--- config.mk ---
export PLATFORM = sky130hd
export DESIGN_NAME = aud_mode_ctrl
export DESIGN_NICKNAME = d
export VERILOG_FILES = /design/src/rtl/aud_pkg.sv /design/src/rtl/aud_sram_mux.sv /design/src/rtl/aud_mode_ctrl.sv
export SDC_FILE = /design/constraint.sdc
export NUM_CORES = 1
export LEC_CHECK = 0
export BUFFER_PORTS_ARGS = -buffer_cell sky130_fd_sc_hd__buf_2
export CAP_MARGIN = 20
export CORE_ASPECT_RATIO = 2
export CORE_UTILIZATION = 48
export DETAILED_ROUTE_END_ITERATION = 8
export HOLD_SLACK_MARGIN = 0.08
export PLACE_DENSITY = 0.87
export SETUP_SLACK_MARGIN = 0.05
export SLEW_MARGIN = 20
export SYNTH_ARGS = -nofsm -noshare
export SYNTH_HDL_FRONTEND = slang
export SYNTH_SLANG_ARGS = --single-unit
--- constraint.sdc ---
create_clock -name i_bclk -period 3.2 [get_ports i_bclk]
set_input_delay 0.64 -clock i_bclk [delete_from_list [all_inputs] [get_ports i_bclk]]
set_output_delay 0.64 -clock i_bclk [all_outputs]
set_load 0.01 [all_outputs]
--- src/rtl/aud_pkg.sv ---
// aud_pkg: shared types and widths for the audio record/playback controller.
// Imported by the sequencer and its SRAM port mux.
package aud_pkg;

   localparam int AUD_ADDR_W = 20;
   localparam int AUD_DATA_W = 16;

   typedef enum logic [2:0] {
      S_IDLE       = 3'd0,
      S_REC        = 3'd1,
      S_REC_PAUSE  = 3'd2,
      S_PLAY       = 3'd3,
      S_PLAY_PAUSE = 3'd4
   } ctrl_state_t;

endpackage

--- src/rtl/aud_sram_mux.sv ---
// aud_sram_mux: selects who owns the single SRAM port.
// Recorder owns it in REC/REC_PAUSE; the player owns it otherwise.
module aud_sram_mux
   import aud_pkg::*;
#(
   parameter int ADDR_W = AUD_ADDR_W,
   parameter int DATA_W = AUD_DATA_W
) (
   input  ctrl_state_t       state,
   input  logic [ADDR_W-1:0] rec_addr,
   input  logic [DATA_W-1:0] rec_data,
   input  logic [ADDR_W-1:0] play_addr,
   output logic [ADDR_W-1:0] sram_addr,
   output logic [DATA_W-1:0] sram_wdata,
   output logic              sram_we_n
);

   // Port select; only an active (unpaused) recording writes.
   always_comb begin
      sram_addr  = play_addr;
      sram_wdata = '0;
      sram_we_n  = 1'b1;
      unique case (1'b1)
         (state == S_REC): begin
            sram_addr  = rec_addr;
            sram_wdata = rec_data;
            sram_we_n  = 1'b0;
         end
         (state == S_REC_PAUSE): begin
            sram_addr  = rec_addr;
            sram_wdata = rec_data;
         end
         default: ;
      endcase
   end

endmodule

--- src/rtl/aud_mode_ctrl.sv ---
// aud_mode_ctrl: record/playback sequencer. Turns key pulses into
// recorder/player control, latches the recording end address.
module aud_mode_ctrl
   import aud_pkg::*;
#(
   parameter int                ADDR_W   = AUD_ADDR_W,
   parameter int                DATA_W   = AUD_DATA_W,
   parameter logic [ADDR_W-1:0] MAX_ADDR = {ADDR_W{1'b1}}
) (
   input  logic              i_bclk,
   input  logic              i_rst_n,
   input  logic              i_key_rec,
   input  logic              i_key_play,
   input  logic              i_key_pause,
   input  logic              i_key_stop,
   input  logic [ADDR_W-1:0] i_rec_addr,
   input  logic [DATA_W-1:0] i_rec_data,
   input  logic [ADDR_W-1:0] i_play_addr,
   output logic              o_rec_start,
   output logic              o_rec_pause,
   output logic              o_rec_stop,
   output logic              o_play_start,
   output logic              o_play_pause,
   output logic              o_play_stop,
   output logic [ADDR_W-1:0] o_end_addr,
   output logic [ADDR_W-1:0] o_sram_addr,
   output logic [DATA_W-1:0] o_sram_wdata,
   output logic              o_sram_we_n,
   output logic [2:0]        o_state
);

   ctrl_state_t state;

   // Sequencer: key priority stop > pause > rec > play; pulses last one cycle.
   always_ff @(posedge i_bclk or negedge i_rst_n) begin
      if (!i_rst_n) begin
         state        <= S_IDLE;
         o_rec_start  <= 1'b0;
         o_rec_pause  <= 1'b0;
         o_rec_stop   <= 1'b0;
         o_play_start <= 1'b0;
         o_play_pause <= 1'b0;
         o_play_stop  <= 1'b0;
         o_end_addr   <= '0;
      end else begin
         o_rec_start  <= 1'b0;
         o_rec_stop   <= 1'b0;
         o_play_start <= 1'b0;
         o_play_stop  <= 1'b0;
         unique case (state)
            S_IDLE: begin
               if (i_key_stop || i_key_pause) begin
                  state <= S_IDLE;
               end else if (i_key_rec) begin
                  state       <= S_REC;
                  o_rec_start <= 1'b1;
               end else if (i_key_play && (o_end_addr != '0)) begin
                  state        <= S_PLAY;
                  o_play_start <= 1'b1;
               end
            end
            S_REC: begin
               if (i_key_stop || (i_rec_addr == MAX_ADDR)) begin
                  state      <= S_IDLE;
                  o_rec_stop <= 1'b1;
                  o_end_addr <= i_rec_addr;
               end else if (i_key_pause) begin
                  state       <= S_REC_PAUSE;
                  o_rec_pause <= 1'b1;
               end
            end
            S_REC_PAUSE: begin
               if (i_key_stop) begin
                  state       <= S_IDLE;
                  o_rec_pause <= 1'b0;
                  o_rec_stop  <= 1'b1;
                  o_end_addr  <= i_rec_addr;
               end else if (i_key_pause) begin
                  state       <= S_REC;
                  o_rec_pause <= 1'b0;
               end
            end
            S_PLAY: begin
               if (i_key_stop || (i_play_addr >= o_end_addr)) begin
                  state       <= S_IDLE;
                  o_play_stop <= 1'b1;
               end else if (i_key_pause) begin
                  state        <= S_PLAY_PAUSE;
                  o_play_pause <= 1'b1;
               end
            end
            S_PLAY_PAUSE: begin
               if (i_key_stop) begin
                  state        <= S_IDLE;
                  o_play_pause <= 1'b0;
                  o_play_stop  <= 1'b1;
               end else if (i_key_pause) begin
                  state        <= S_PLAY;
                  o_play_pause <= 1'b0;
               end
            end
            default: begin
               state        <= S_IDLE;
               o_rec_pause  <= 1'b0;
               o_play_pause <= 1'b0;
            end
         endcase
      end
   end

   assign o_state = state;

   aud_sram_mux #(
      .ADDR_W (ADDR_W),
      .DATA_W (DATA_W)
   ) u_mux (
      .state      (state),
      .rec_addr   (i_rec_addr),
      .rec_data   (i_rec_data),
      .play_addr  (i_play_addr),
      .sram_addr  (o_sram_addr),
      .sram_wdata (o_sram_wdata),
      .sram_we_n  (o_sram_we_n)
   );

endmodule

== Yosys cells after proc, flatten, opt, wreduce, memory -nomap -nowiden ==
Cells that the tools add are included.

* Magnitude comparators: 1
* Equality and inequality tests: 16
* Multiplexer cells: 37
* Bitwise gates (word level): 2
* Reduce and logical (&&, ||, !) cells: 14

{| class="wikitable"
|+ Operators with widths
! operator !! count
|-
| $mux 20 || 3
|-
| $pmux 20 s2 || 1
|-
| $mux 3 || 11
|-
| $eq 20x20->1 const B || 1
|-
| $ge 20x20->1 || 1
|-
| $reduce_bool 20->1 || 1
|-
| $mux 1 || 16
|-
| $mux 16 || 1
|-
| $pmux 3 s5 || 1
|-
| $ne 2x2->1 const B || 6
|-
| $ne 3x3->1 const B || 4
|-
| $reduce_and 4->1 || 2
|-
| $eq 3x2->1 const B || 2
|-
| $pmux 1 s3 || 2
|-
| $reduce_or 3->1 || 2
|-
| $reduce_and 5->1 || 1
|-
| $ne 4x4->1 const B || 1
|-
| $pmux 1 s2 || 2
|-
| $eq 3x1->1 const B || 1
|-
| $eq 3x3->1 const B || 1
|-
| $logic_not 3->1 || 1
|-
| $logic_or 1x1->1 || 3
|-
| $reduce_and 3->1 || 1
|-
| $not 1->1 || 2
|-
| 3 further kinds || 3
|}

* Register bits after elaboration: 29
* Bits of input ports: 62
* Output and inout port bits: 66

== Longest topological paths before layout ==
* Depth in word-level cells: 6
* Mapped depth: 8

== Hierarchy ==
From an unflattened synthesis, not the netlist that was laid out.

* Cell total of the unflattened synthesis: 226
* Area, all modules: 2,294.7 um^2

{| class="wikitable"
|+ By module, submodules not included
! module !! times used !! cells each !! area each (um^2) !! seq. area each (um^2)
|-
| aud_mode_ctrl || 1 || 184 || 1,851.8 || 725.7
|-
| aud_sram_mux || 1 || 42 || 442.9 || 0.0
|}

== Worst setup path after synthesis ==
OpenSTA, ideal clock, no wires.

* Kind: reg2out
* Start point: register state[1] (netlist: o_state[1])
* End point: output port o_sram_addr[10]
* Data arrival time: 1,611 ps
* Data required time: 2,560 ps
* Setup slack: 949 ps
* Cell stages (with the launch flop): 5
* Buffers on the path: 1
* Cell sequence: dfrtp_1 -> nand2b_1 -> a21oi_2 -> buf_2 -> mux2_2

* Longest elaborated chain between the ends: 3
* Elaborated cells between the ends (all ways): 4

{| class="wikitable"
|+ Ends and longest elaborated chain
! element !! line !! source
|-
| from (decl) || aud_mode_ctrl.sv:32 || <nowiki>ctrl_state_t state;</nowiki>
|-
| from (signal assigned) || aud_mode_ctrl.sv:37 || <nowiki>state <= S_IDLE;</nowiki>
|-
| from (signal assigned) || aud_mode_ctrl.sv:53 || <nowiki>state <= S_IDLE;</nowiki>
|-
| from (signal assigned) || aud_mode_ctrl.sv:55 || <nowiki>state <= S_REC;</nowiki>
|-
| $eq 3x2->1 / $eq 3x1->1 (equally long branches) || aud_sram_mux.sv:29, aud_sram_mux.sv:24 ||
|-
| $reduce_or 2->1 (no line) (*) || n/a ||
|-
| $mux 20 (*) || aud_sram_mux.sv:23 || <nowiki>unique case (1'b1)</nowiki>
|-
| to (decl) || aud_mode_ctrl.sv:26 || <nowiki>output logic [ADDR_W-1:0] o_sram_addr,</nowiki>
|}

Every way passes the cells marked *; elsewhere a longest branch is shown, timed or not.

== Final worst setup path ==
* Start point: register state[1] (netlist: o_state[1])
* End point: output port o_sram_addr[8]

The elaborated chain is that of the path after synthesis.

==> summary by stage <==
Worst setup path
The critical path goes through nand2b_1, a21oi_2, buf_4, mux2_2, buf_2. Following the worst setup path forward leads to its endpoint at o_sram_addr[8]. The slowest stage of the critical path belongs to the cell sky130_fd_sc_hd__dfrtp_1.

The largest fanout of any net on the critical path is 37. For this run, the slowest stage of the critical path takes 0.53 ns. The endpoint of the most critical register-to-register path is o_state[0]. The internal reg-to-reg setup slack is 1.00 ns. The launch point of the worst reg-to-reg path is o_end_addr[11]. The critical path depth is 5. For the worst setup path, the data arrival time is 2.08 ns.

Among cell families on the critical path, the largest total delay comes from flip-flops. The worst register-to-register path has a depth of 8. The worst setup path is launched from a flip-flop. The worst setup path startpoint is o_state[1]. The critical path is of the flip-flop to primary output type. At the worst endpoint, the required time is 2.56 ns.

The element type at the critical path end is a primary output. Counting both buffers and inverters, the worst setup path holds a total of 2.

Layout
The layout filler cell count is 376. Cells fill 67.7% of the core in the end. Summing all multi-input logic gate instances after layout gives 1350 um2.

The final layout contains 434 nets. In the final layout, the share of cells above drive strength 1 is 51.6%. Across the whole layout, storage elements account for 726 um2. The layout-stage area growth over the synthesis result is 34.7%. 0 antenna diodes ended up in the layout.

Clocking
The setup fix buffers added after clock tree synthesis is 0. TritonCTS built the clock tree. For this design, the sink count on the clock tree is 29. The clock latency of the later-clocked register in the worst-skew pair is 0.27 ns.

The number of CTS-inserted buffers is 5. The buffer depth of the longest clock path is 2. The number of gates resized after cts is 0. The H-tree was split into 2 levels. The master cell of the clock root buffer is sky130_fd_sc_hd__clkbuf_8.

After clock tree synthesis, the flow added hold-fix buffers numbering 0. Clock-pin slew was measured on the worst setup and hold paths at 0.06 ns.

Yosys
The most common cell in the netlist is sky130_fd_sc_hd__mux2_2. The netlist area before placement is 2200 um2. sky130_fd_sc_hd__dfrtp_1 takes more of the synthesized area than any other cell. The synthesized design contains 29 register bits.

The mean instance size in the synthesized netlist is 9.84 um2. The proportion of synthesized flip-flops having asynchronous set or reset is 100%. Sorting the synthesized cells by area gives the leading types as sky130_fd_sc_hd__dfrtp_1 (33%), sky130_fd_sc_hd__mux2_2 (20%), sky130_fd_sc_hd__ha_1 (11%). The commonest cells after synthesis are sky130_fd_sc_hd__mux2_2 (39), sky130_fd_sc_hd__dfrtp_1 (29), sky130_fd_sc_hd__inv_1 (24), sky130_fd_sc_hd__ha_1 (20), sky130_fd_sc_hd__and2_1 (16). The share of the yosys chip area belonging to registers is 32.9%. Counting flops with a built-in enable in the synthesized netlist gives 0. Synthesis produced a netlist with a net count of 306.

Synthesis produced 224 cells. The number of distinct library cell variants in the gate-level netlist after synthesis is 45. The total number of yosys warnings is 0. The flip-flop cell with the highest count after synthesis is sky130_fd_sc_hd__dfrtp_1.

The share of the synthesized area in the top cell type is 32.9%.

Die
The number of rows created at floorplan is 34. The area inside the core boundary is 4380 um2. The die is 97.8 um tall.

Once the floorplan was initialized, standard cells occupied 50.3% of the core. The die outline area is 4880 um2. The die span in x is 49.9 um.

In this run the count of I/O pins placed on the die edge is 128.

Routing
The final routed wirelength across all metal layers is 6380 um. After detailed routing, the average wire length per cell comes to 15.7 um. In this run, the number of DRC markers left after iteration 0 of detailed routing was 24. The detailed-route via count is 2,272.

The average vias per placed instance is 5.58. Before antenna repair, the detailed router went through 4 iterations. The residual antenna-violating net count after detailed routing is 0.

The DRC violations left is 0.

STA
Across the routed clock network, the largest skew measured is 0.00238 ns. The number of max-slew violations in the final report is 0. Setup violations remaining at the end of the flow were counted as 0. The worst path in the final design needs a cycle of 2.72 ns, including I/O delays and setup. Summed over all failing endpoints, the final setup total negative slack is 0 ns. For the pin with the worst max-slew slack, the measured transition is 0.685 ns. Setup repair after global routing left no endpoint under its margin. After layout, the worst path uses 84.9% of the clock period. For this run, the top clock speed supported by timing is 368 MHz. Headroom to the max-slew limit came out at 54.3%.

The final count of hold timing violations is 0.

Power
The areal power density over the cells is 856 nW/um2. For this design the static power due to leakage is 1.56 nW. The worst-case IR drop observed on VDD is 0.000675 V.

Flow run
Across the run, the number of max-cap violations was 0.

Placed design
In this run the tool buffered the top-level ports with 127 buffer cells. The half-perimeter wire length after placement is 5180 um. At the end of routability-driven placement, the weighted congestion stood at 0.920.

Min path
The min-delay analysis places its worst path in the category input pin to async pin.

Outcome
The flow ran to the end, and the final reports show no timing, DRC or antenna violations.

Global route
The global route total overflow is 0. The total routing usage reported by global routing is 26.8%. Entering global routing, the biggest net connects 38 pins. The number of global-route vias before repair is 2,297. The first global-routing pass estimated 9960 um of wire. The initial antenna violation count is 0.
[per-stage QoR]
step | hold WS (ns) | total power (W) | area (um2) | setup slack [ns] | std cells
6_report | 0.403 | 0.00254 | 2970 | 0.485 | 407
5_1_grt | 0.437 | 0.00273 | 2970 | 0.328 | 407
4_1_cts | 0.412 | 0.00255 | 2970 | 0.485 | 407
3_5_place_dp | 0.472 | 0.00225 | 2890 | 0.738 | 399
3_3_place_gp | 0.472 | 0.00220 | 2890 | 0.781 | 399
2_1_floorplan | 0.344 | 0.00169 | 2200 | 0.949 | 224
[state kept, by name (all words and copies together), names as in the netlist]
signal and count:
o_end_addr 20, o_rec_stop 1, o_rec_start 1, o_play_start 1, o_play_pause 1, o_play_stop 1, o_state 3, o_rec_pause 1
[routing by layer]
layer  vias to the layer above  global-route usage, %  part of all wire [%]  wire [um]
li1                       1074                      -                     -          -
met4                         0                   14.7                   3.5        224
met5                         -                      0                     0          0
met1                      1095                   25.2                    34       2140
met3                        19                   3.43                   4.2        270
met2                        84                   52.1                    59       3740
[layout by cell type (no fill, tap or decap), drive strengths merged, types with 3 or more instances in the layout]
cell      n
a21oi    15
and2     16
buf     129
clkbuf    8
dfrtp    29
ha       20
inv      24
mux2     40
nand2     7
nand2b    4
nand4     8
nor2      7
nor3      3
nor4      6
o21ai     8
[worst register-to-register path, delay by kind of cell, from the launching register on]
kind                       cells  cell delay [ns]
adders and majority gates      1             0.31
and+or+nand+nor                3             0.45
DFF                            1             0.41
buffers and inverters          1             0.06
AOI/OAI and AO/OA              3             0.85
[cells by family (layout without fill, tap and decap cells)]
kind of cell / after synthesis / count (layout) / synth area share [%]
mux: 41 / 41 / 20.9
compound gates: 39 / 39 / 11.8
fa+ha+maj: 20 / 20 / 11.4
buf+inv: 32 / 161 / 5.79
flops: 29 / 29 / 32.9
simple gates: 63 / 63 / 17.2
[how the worst min path moves through the flow]
stage / from / end / slack [ns]
final: i_rst_n / o_end_addr[13] / 0.40
after global routing: i_rst_n / o_state[2] / 0.44
after CTS: i_rst_n / o_end_addr[13] / 0.41
after detailed placement: o_play_pause / o_play_pause / 0.47
after global placement: o_play_pause / o_play_pause / 0.47
after floorplan: i_rst_n / o_end_addr[0] / 0.34
[cell type report]
| class | instances | share of cell area (%) |
|---|---|---|
| flip-flops and latches | 29 | 24.5 |
| clock buffers | 8 | 2.70 |
| multi-input cells | 163 | 45.6 |
| repair buffers | 129 | 21.9 |
| inverters | 24 | 3.04 |
| well taps | 54 | 2.28 |
[power by group]
part / leakage [nW] / total, W / internal [W] / switching, W
clock: 0.0395 / 0.000289 / 0.000154 / 0.000134
combinational: 1.17 / 0.00153 / 0.000758 / 0.000768
sequential: 0.356 / 0.000725 / 0.000531 / 0.000193
total: 1.56 / 0.00254 / 0.00144 / 0.00110
Note: power is estimated with default switching activity, not from simulation.
